<file path="config.mk">
export PLATFORM = sky130hd
export DESIGN_NAME = ringosc_entropy_sampler
export DESIGN_NICKNAME = d
export VERILOG_FILES = /design/src/rtl/sync_ff2.sv /design/src/rtl/ringosc_entropy_sampler.sv
export SDC_FILE = /design/constraint.sdc
export NUM_CORES = 1
export LEC_CHECK = 0
export CORE_ASPECT_RATIO = 1.75
export CORE_MARGIN = 10
export CORE_UTILIZATION = 45
export CTS_CLUSTER_DIAMETER = 30
export CTS_CLUSTER_SIZE = 30
export DETAILED_ROUTE_END_ITERATION = 16
export GPL_ROUTABILITY_DRIVEN = 1
export PLACE_DENSITY = 0.75
export SLEW_MARGIN = 20
export SYNTH_ARGS = -nofsm -noshare
export SYNTH_HDL_FRONTEND = slang
export SYNTH_SLANG_ARGS = --single-unit
</file>
<file path="constraint.sdc">
create_clock -name clk -period 1.72 [get_ports clk]
set_clock_uncertainty 0.2 [all_clocks]
set_input_delay 0.258 -clock clk [delete_from_list [all_inputs] [get_ports clk]]
set_output_delay 0.258 -clock clk [all_outputs]
set_load 0.05 [all_outputs]
</file>
<file path="src/rtl/sync_ff2.sv">
// Two-flop synchronizer for one asynchronous bit into the clk domain.
// Both stages clear on synchronous active-low reset.
module sync_ff2 (
  input  logic clk,
  input  logic rst_n,
  input  logic d_in,
  output logic q_out
);

  logic s1_q;
  logic s1_d;
  logic s2_q;
  logic s2_d;

  always_comb begin
    s1_d = d_in;
    s2_d = s1_q;
  end

  always_ff @(posedge clk) begin
    if (!rst_n) begin
      s1_q <= 1'b0;
      s2_q <= 1'b0;
    end else begin
      s1_q <= s1_d;
      s2_q <= s2_d;
    end
  end

  assign q_out = s2_q;

endmodule

</file>
<file path="src/rtl/ringosc_entropy_sampler.sv">
// Samples a free-running ring oscillator, debiases it with a von Neumann extractor
// and packs the bits into WIDTH-bit words behind a sticky repetition-count health test.
module ringosc_entropy_sampler #(
  parameter int WIDTH        = 8,
  parameter int SAMPLE_DIV   = 4,
  parameter int REPEAT_LIMIT = 32
) (
  input  logic             clk,
  input  logic             rst_n,
  input  logic             osc_in,
  output logic [WIDTH-1:0] out_data,
  output logic             out_valid,
  input  logic             out_ready,
  output logic             fault
);

  localparam int DIV_W = (SAMPLE_DIV > 1) ? $clog2(SAMPLE_DIV) : 1;
  localparam int REP_W = $clog2(REPEAT_LIMIT + 1);
  localparam int BC_W  = $clog2(WIDTH + 1);
  localparam logic [DIV_W-1:0] DIV_LAST = DIV_W'(SAMPLE_DIV - 1);
  localparam logic [REP_W-1:0] REP_MAX  = REP_W'(REPEAT_LIMIT);
  localparam logic [BC_W-1:0]  BC_FULL  = BC_W'(WIDTH);

  logic             sample_s;
  logic             strobe_s;
  logic             bit_vld_s;
  logic             full_s;
  logic             load_s;
  logic [DIV_W-1:0] div_q, div_d;
  logic             last_q, last_d;
  logic             have_last_q, have_last_d;
  logic [REP_W-1:0] rep_q, rep_d;
  logic             fault_q, fault_d;
  logic             pair_q, pair_d;
  logic             a_q, a_d;
  logic [WIDTH-1:0] shreg_q, shreg_d;
  logic [BC_W-1:0]  bcnt_q, bcnt_d;
  logic [WIDTH-1:0] out_data_q, out_data_d;
  logic             out_valid_q, out_valid_d;

  sync_ff2 u_sync (
    .clk  (clk),
    .rst_n(rst_n),
    .d_in (osc_in),
    .q_out(sample_s)
  );

  always_comb begin
    div_d       = div_q;
    last_d      = last_q;
    have_last_d = have_last_q;
    rep_d       = rep_q;
    fault_d     = fault_q;
    pair_d      = pair_q;
    a_d         = a_q;
    bit_vld_s   = 1'b0;
    shreg_d     = shreg_q;
    bcnt_d      = bcnt_q;
    out_data_d  = out_data_q;
    out_valid_d = out_valid_q;

    strobe_s = (div_q == DIV_LAST);
    if (strobe_s) begin
      div_d = '0;
    end else begin
      div_d = div_q + DIV_W'(1);
    end

    if (strobe_s) begin
      last_d      = sample_s;
      have_last_d = 1'b1;
      if (have_last_q && (sample_s == last_q)) begin
        if (rep_q != REP_MAX) begin
          rep_d = rep_q + REP_W'(1);
        end else begin
          rep_d = rep_q;
        end
      end else begin
        rep_d = REP_W'(1);
      end
      if (rep_d == REP_MAX) begin
        fault_d = 1'b1;
      end else begin
        fault_d = fault_q;
      end
      // Pairs are disjoint: first strobe stores a, second decides.
      pair_d = ~pair_q;
      if (!pair_q) begin
        a_d = sample_s;
      end else begin
        a_d       = a_q;
        bit_vld_s = (a_q != sample_s);
      end
    end else begin
      pair_d = pair_q;
    end

    full_s = (bcnt_q == BC_FULL);
    load_s = full_s && (!out_valid_q || out_ready) && !fault_q;

    if (fault_q) begin
      shreg_d     = '0;
      bcnt_d      = '0;
      out_valid_d = 1'b0;
    end else if (load_s) begin
      out_data_d  = shreg_q;
      out_valid_d = 1'b1;
      shreg_d     = '0;
      bcnt_d      = '0;
    end else begin
      if (out_valid_q && out_ready) begin
        out_valid_d = 1'b0;
      end else begin
        out_valid_d = out_valid_q;
      end
      if (bit_vld_s && !full_s) begin
        shreg_d = {shreg_q[WIDTH-2:0], a_q};
        bcnt_d  = bcnt_q + BC_W'(1);
      end else begin
        shreg_d = shreg_q;
        bcnt_d  = bcnt_q;
      end
    end
  end

  always_ff @(posedge clk) begin
    if (!rst_n) begin
      div_q       <= '0;
      last_q      <= 1'b0;
      have_last_q <= 1'b0;
      rep_q       <= '0;
      fault_q     <= 1'b0;
      pair_q      <= 1'b0;
      a_q         <= 1'b0;
      shreg_q     <= '0;
      bcnt_q      <= '0;
      out_data_q  <= '0;
      out_valid_q <= 1'b0;
    end else begin
      div_q       <= div_d;
      last_q      <= last_d;
      have_last_q <= have_last_d;
      rep_q       <= rep_d;
      fault_q     <= fault_d;
      pair_q      <= pair_d;
      a_q         <= a_d;
      shreg_q     <= shreg_d;
      bcnt_q      <= bcnt_d;
      out_data_q  <= out_data_d;
      out_valid_q <= out_valid_d;
    end
  end

  assign out_data  = out_data_q;
  assign out_valid = out_valid_q;
  assign fault     = fault_q;

endmodule

</file>
After elaboration in Yosys (flattened, before gate mapping)
Index checks and enable logic that the tools add are counted.
{"block": "word_totals", "regBits": 36, "inputBits": 4, "output_inout_bits": 10}
{"block": "op_classes", "add_sub_neg": 3, "n_eq_ne": 6, "mux": 7, "bitwise_logic": 3, "reduce_logical": 16}
{"op": "$mux W6", "count": 3}
{"op": "$add A6 B1 Y6 const B", "count": 1}
{"op": "$eq A6 B6 Y1 const B", "count": 1}
{"op": "$ne A6 B6 Y1 const B", "count": 1}
{"op": "$reduce_and A2 Y1", "count": 3}
{"op": "$logic_and A1 B1 Y1", "count": 5}
{"op": "$add A4 B1 Y4 const B", "count": 1}
{"op": "$eq A4 B4 Y1 const B", "count": 1}
{"op": "$mux W1", "count": 4}
{"op": "$reduce_or A2 Y1", "count": 2}
{"op": "$logic_not A1 Y1", "count": 3}
{"op": "$not A1 Y1", "count": 3}
{"op": "$reduce_or A3 Y1", "count": 1}
{"op": "$add A2 B1 Y2 const B", "count": 1}
{"op": "$eq A2 B2 Y1 const B", "count": 1}
{"op": "$reduce_bool A2 Y1", "count": 1}
{"op": "$eq A1 B1 Y1", "count": 1}
{"op": "$logic_or A1 B1 Y1", "count": 1}
{"op": "$ne A1 B1 Y1", "count": 1}

Depth between registers and ports, before layout
{"block": "depth", "ltp_word": 6, "ltp_mapped": 7, "depth_no_buf": 6}

By module
A second synthesis with hierarchy kept.
{"block": "unflattened", "cells_unflattened": 162, "area_unflattened_um2": 1620.3}
{"module": "ringosc_entropy_sampler", "instances": 1, "cells_per_inst": 158, "area_each_um2": 1567.8, "seq_area_each_um2": 680.7}
{"module": "sync_ff2", "instances": 1, "cells_per_inst": 4, "area_each_um2": 52.6, "seq_area_each_um2": 40.0}

Least setup slack after synthesis
OpenSTA, ideal clock, no wires.
{"block": "synth_path", "path_type": "reg2reg", "from": "reg bcnt_q[0]", "to": "reg shreg_q[0]", "arrival_time_ns": 1.424, "required_time_ns": 1.392, "path_slack_ns": -0.031, "stages_incl_launch_ff": 8, "path_buffers": 1, "period_less_slack_ns": 1.751, "cell_sequence": "dfxtp_1 > inv_1 > ha_1 > and3b_1 > nor3_1 > buf_4 > mux2i_1 > nor2_1"}
{"block": "synth_via", "elab_chain_len": 4, "elab_cells_between_ends": 6}
{"element": "from (decl)", "line": "ringosc_entropy_sampler.sv:37", "text": "logic [BC_W-1:0] bcnt_q, bcnt_d;"}
{"element": "from (signal assigned)", "line": "ringosc_entropy_sampler.sv:148", "text": "bcnt_q <= bcnt_d;"}
{"element": "$eq A4 B4 Y1 *", "line": "ringosc_entropy_sampler.sv:98", "text": "full_s = (bcnt_q == BC_FULL);"}
{"element": "$logic_and A1 B1 Y1 (2 in a row)", "line": "ringosc_entropy_sampler.sv:99", "text": "load_s = full_s && (!out_valid_q || out_ready) && !fault_q;"}
{"element": "$reduce_or A3 Y1 (no source line)"}
{"element": "to (signal assigned)", "line": "ringosc_entropy_sampler.sv:147", "text": "shreg_q <= shreg_d;"}
{"element": "to (decl)", "line": "ringosc_entropy_sampler.sv:36", "text": "logic [WIDTH-1:0] shreg_q, shreg_d;"}
Mark *: on every way between the ends. The rest lies on a longest branch, timed or not.
A chain may end at the register's enable or synchronous reset.

Final worst setup path
{"block": "layout_path", "from": "reg rep_q[0]", "to": "reg rep_q[0]"}
{"block": "layout_via", "elab_chain_len": 4, "elab_cells_between_ends": 5}
{"element": "from (decl)", "line": "ringosc_entropy_sampler.sv:32", "text": "logic [REP_W-1:0] rep_q, rep_d;"}
{"element": "from (signal assigned)", "line": "ringosc_entropy_sampler.sv:143", "text": "rep_q <= rep_d;"}
{"element": "$add A6 B1 Y6 or $ne A6 B6 Y1 (tied branches)", "line": "ringosc_entropy_sampler.sv:74, ringosc_entropy_sampler.sv:73"}
{"element": "$mux W6 *", "line": "ringosc_entropy_sampler.sv:73", "text": "if (rep_q != REP_MAX) begin"}
{"element": "$mux W6 *", "line": "ringosc_entropy_sampler.sv:72", "text": "if (have_last_q && (sample_s == last_q)) begin"}
{"element": "$mux W6 *", "line": "ringosc_entropy_sampler.sv:69", "text": "if (strobe_s) begin"}
Mark *: on every way between the ends. The rest lies on a longest branch, timed or not. The select of a mux whose other input is x is not followed.

==> flow_summary.ini <==
[logic_synthesis]
synth.yosys.warnings = 0
synth_adder_area_share_pct = 3.86
synth_nets = 171
yosys.cell_types.count = 40
synth_area_per_cell_sq_um = 10.0
synthMuxAreaShare_pct = 11.7
synth_top_family_by_area = simple AND/OR/NAND/NOR gates
synthesis.instances = 162
synth.ff_latch_count = 36
sequential_element_share_of_the_synthesized_area_pct = 44.5
synth_xor_area_share_pct = 3.71
synth_compound_gate_area_share_pct = 11.4
mappedNetlistArea_sq_um = 1620
synth-simple-area-share_pct = 21.2

[min_path]
hold_depth = 1
hold_path_end = div_q[0]
worst_hold_path_type = flop to flop
min-delay-start = div_q[0]

[sta]
slew_headroom_pct = 72.4
setup_repair_after_global_routing_missed_its_margin = yes
fin_crit_sh_pct = 104
fmax_mhz = 558
drv_slew = 0
worst_pin_slew_ns = 0.411
worst_slack_ns = -0.0719
fin_crit_ns = 1.79
setup-violations-final = 2
timing_hold_violations_final = 0

[detailed_routing]
drtIter0Drc = 20
routed_wirelength_um = 3300
routed_via_density = 5.25
wl_per_cell_um = 13.7
initial_drt_pass_iterations = 4
final_antenna_net_count = 0
count_of_vias_placed_by_the_detailed_router = 1265
drc = 0

[placement]
pre_cts_slack_ns = -0.133
place_hpwl_um = 2340
io_buffer_count = 13
gp_congestion = 0.951
numPlacedInstances = 230

[critical_path]
timing.reg2reg.setup_slack_ns = -0.07
worst_r2r_endpoint = rep_q[0]
kind_of_start_point_of_the_critical_path = flop
worstRegToRegCells = 6
cpMaxStageDelayCell = or3_4
timing.critical_path.arrival_ns = 1.76
critical_path_class = flop to flop
crit_chain = inv_2 -> ha_4 -> nand3b_1 -> or3_4 -> o21a_1 -> o221a_1
worstSetupStartpoint = rep_q[0]
crit-reg2reg-launch = rep_q[0]
critPathRequiredTime_ns = 1.68
critical_path_peak_fanout = 3
critPathMaxStageDelay_ns = 0.36
crit_path_end_kind = flop

[power]
irDropWorstVdd_mv = 0.528
post-layout-total-power_mw = 1.51
power.leakage_nw = 0.767
power_density_nw_per_um2 = 707

[global_route]
grt_overflow = 0
grt_first_pass_wirelength_um = 5580
grt_usage_pct = 10.8
first_global_vias = 1267
antenna_found_initial = 0
largest_net_degree_at_the_start_of_global_routing = 24

[floorplan]
floorplan.die.height_um = 99.4
die-width_um = 65.4
initial_core_util_pct = 47.2
top_level_ports = 14
design.die.area_sq_um = 6500
core-area_sq_um = 3430
floorplan.rows = 28

[clock_network]
later_pin_clock_latency_in_the_skew_report_ns = 0.29
tritoncts = yes
cts.path.max_buffers = 2
htree_levels = 2
clockRootBuffer = clkbuf_8
tritoncts.num_buffers = 5
path_clk_slew_ns = 0.07
sinks_on_the_clock_net = 36

[layout]
num_antenna_cells = 0
finalNonFillerCells = 241
area_growth_syn_to_layout_pct = 31.9
post_route_utilization_pct = 62.2
layout.nets = 205
post_route_cells_drive_above_1_share_pct = 33.7

[outcome]
run_status = finished with violations
failed_checks = setup timing

[flow_run]
cap_viol_max_count = 0
[what timing repair did]
item,4_1_cts,5_1_grt
gates resized for setup,15,16
buffers inserted,3,1
endpoints found under the setup margin,13,17
pin swaps,3,10
gates cloned,0,0
hold buffers,0,0
[worst max-delay path, delay by kind of cell (launching register included)]
family | cells | cell delay (ns)
and+or+nand+nor | 2 | 0.49
AOI/OAI and AO/OA | 2 | 0.43
DFF | 1 | 0.35
adders and majority gates | 1 | 0.13
buffers and inverters | 1 | 0.06
[cells by family (layout without fill, tap and decap cells)]
family	after synthesis	count (layout)
buffers and inverters	14	48
AOI/OAI and AO/OA	23	23
adders and majority gates	5	5
muxes	19	19
and+or+nand+nor	59	59
DFF	36	36
xor gates and xnor gates	6	6
[layout by cell type, fill, tap and decap left out, types with 3 or more instances in the layout]
cell type	instances
ha_4	3
and2_1	3
nor2_1	15
nand2_1	4
nor2b_1	12
dfxtp_1	31
buf_4	29
nand3_1	7
xnor2_1	4
inv_2	4
mux2i_1	19
buf_6	3
dfxtp_2	4
clkdlybuf4s50_1	3
clkbuf_8	5
o21a_1	6
[power by group]
group          total [mW]  switching (mW)  internal (mW)
registers           0.859          0.0119          0.847
logic               0.101          0.0472         0.0540
clock network       0.551           0.276          0.275
total                1.51           0.335           1.18
[worst max path at each step]
stage | endpoint | slack, ns
detailed placement | shreg_q[2] | -0.13
CTS | rep_q[0] | -0.05
floorplan | shreg_q[0] | 0.007
global route | shreg_q[0] | -0.10
global placement | shreg_q[2] | -0.08
finish | rep_q[0] | -0.07
[cell usage after synthesis]
master	n	area share (%)
ha_1	5	3.9
and2_1	3	1.2
nand3_1	7	2.2
xnor2_2	1	1.0
and3_1	1	0.39
a221oi_2	1	0.93
a21boi_1	2	0.93
nor3b_1	2	0.93
dfxtp_1	36	44
or3_4	1	0.69
nor4b_1	2	1.1
a21oi_1	2	0.62
o211ai_1	2	0.93
o21bai_1	1	0.46
nand2b_1	2	0.77
clkbuf_1	6	1.4
o221a_1	2	1.4
o21ai_0	1	0.31
o211a_1	1	0.62
and3b_1	2	1.1
mux2i_1	19	12
o22ai_1	1	0.39
o31ai_1	1	0.46
nor2_1	15	3.5
or3_1	1	0.39
a21o_1	1	0.46
nand3b_1	2	0.93
a211o_2	1	0.62
nor3_1	2	0.62
o21a_1	6	2.8
xnor2_1	5	2.7
nor2b_1	12	4.6
nand3_4	1	1.1
nand4b_1	1	0.54
nand2_1	4	0.93
nor4_1	1	0.39
buf_4	1	0.46
a21boi_0	1	0.46
buf_2	2	0.62
inv_1	5	1.2
[state kept, by name (all words and copies together) (netlist names)]
signal        cells
shreg_q           8
out_valid         1
have_last_q       1
div_q             2
u_sync.s1_q       1
a_q               1
pair_q            1
out_data          8
fault             1
rep_q             6
bcnt_q            4
u_sync.q_out      1
last_q            1
[metrics by stage]
stage | TNS, ns | area [sq um] | hold slack [ns]
after floorplan | 0 | 1620 | 0.185
after global placement | -0.993 | 1900 | 0.213
after detailed placement | -1.95 | 1900 | 0.223
after CTS | -0.0628 | 2050 | 0.233
after global routing | -0.822 | 2140 | 0.262
final | -0.116 | 2140 | 0.231
[layer usage]
layer	up-vias	global-route usage, %	routed length [um]	part of all wire [%]
met2	29	18.5	1720	52
met1	593	9.68	1280	39
met3	12	4.16	196	5.9
met4	0	8.61	102	3.1
li1	631	-	-	-
met5	-	0	0	0
[layout make-up]
class                           count  area, sq um
Clock buffer                        6         72.6
Timing Repair Buffer               36          302
Fill cell                         312         1300
Sequential cell                    36          729
Inverter                            5         18.8
Tap cell                           45         56.3
Clock inverter                      1         5.00
Multi-Input combinational cell    112          953
Power figures use the tool's default switching activity.
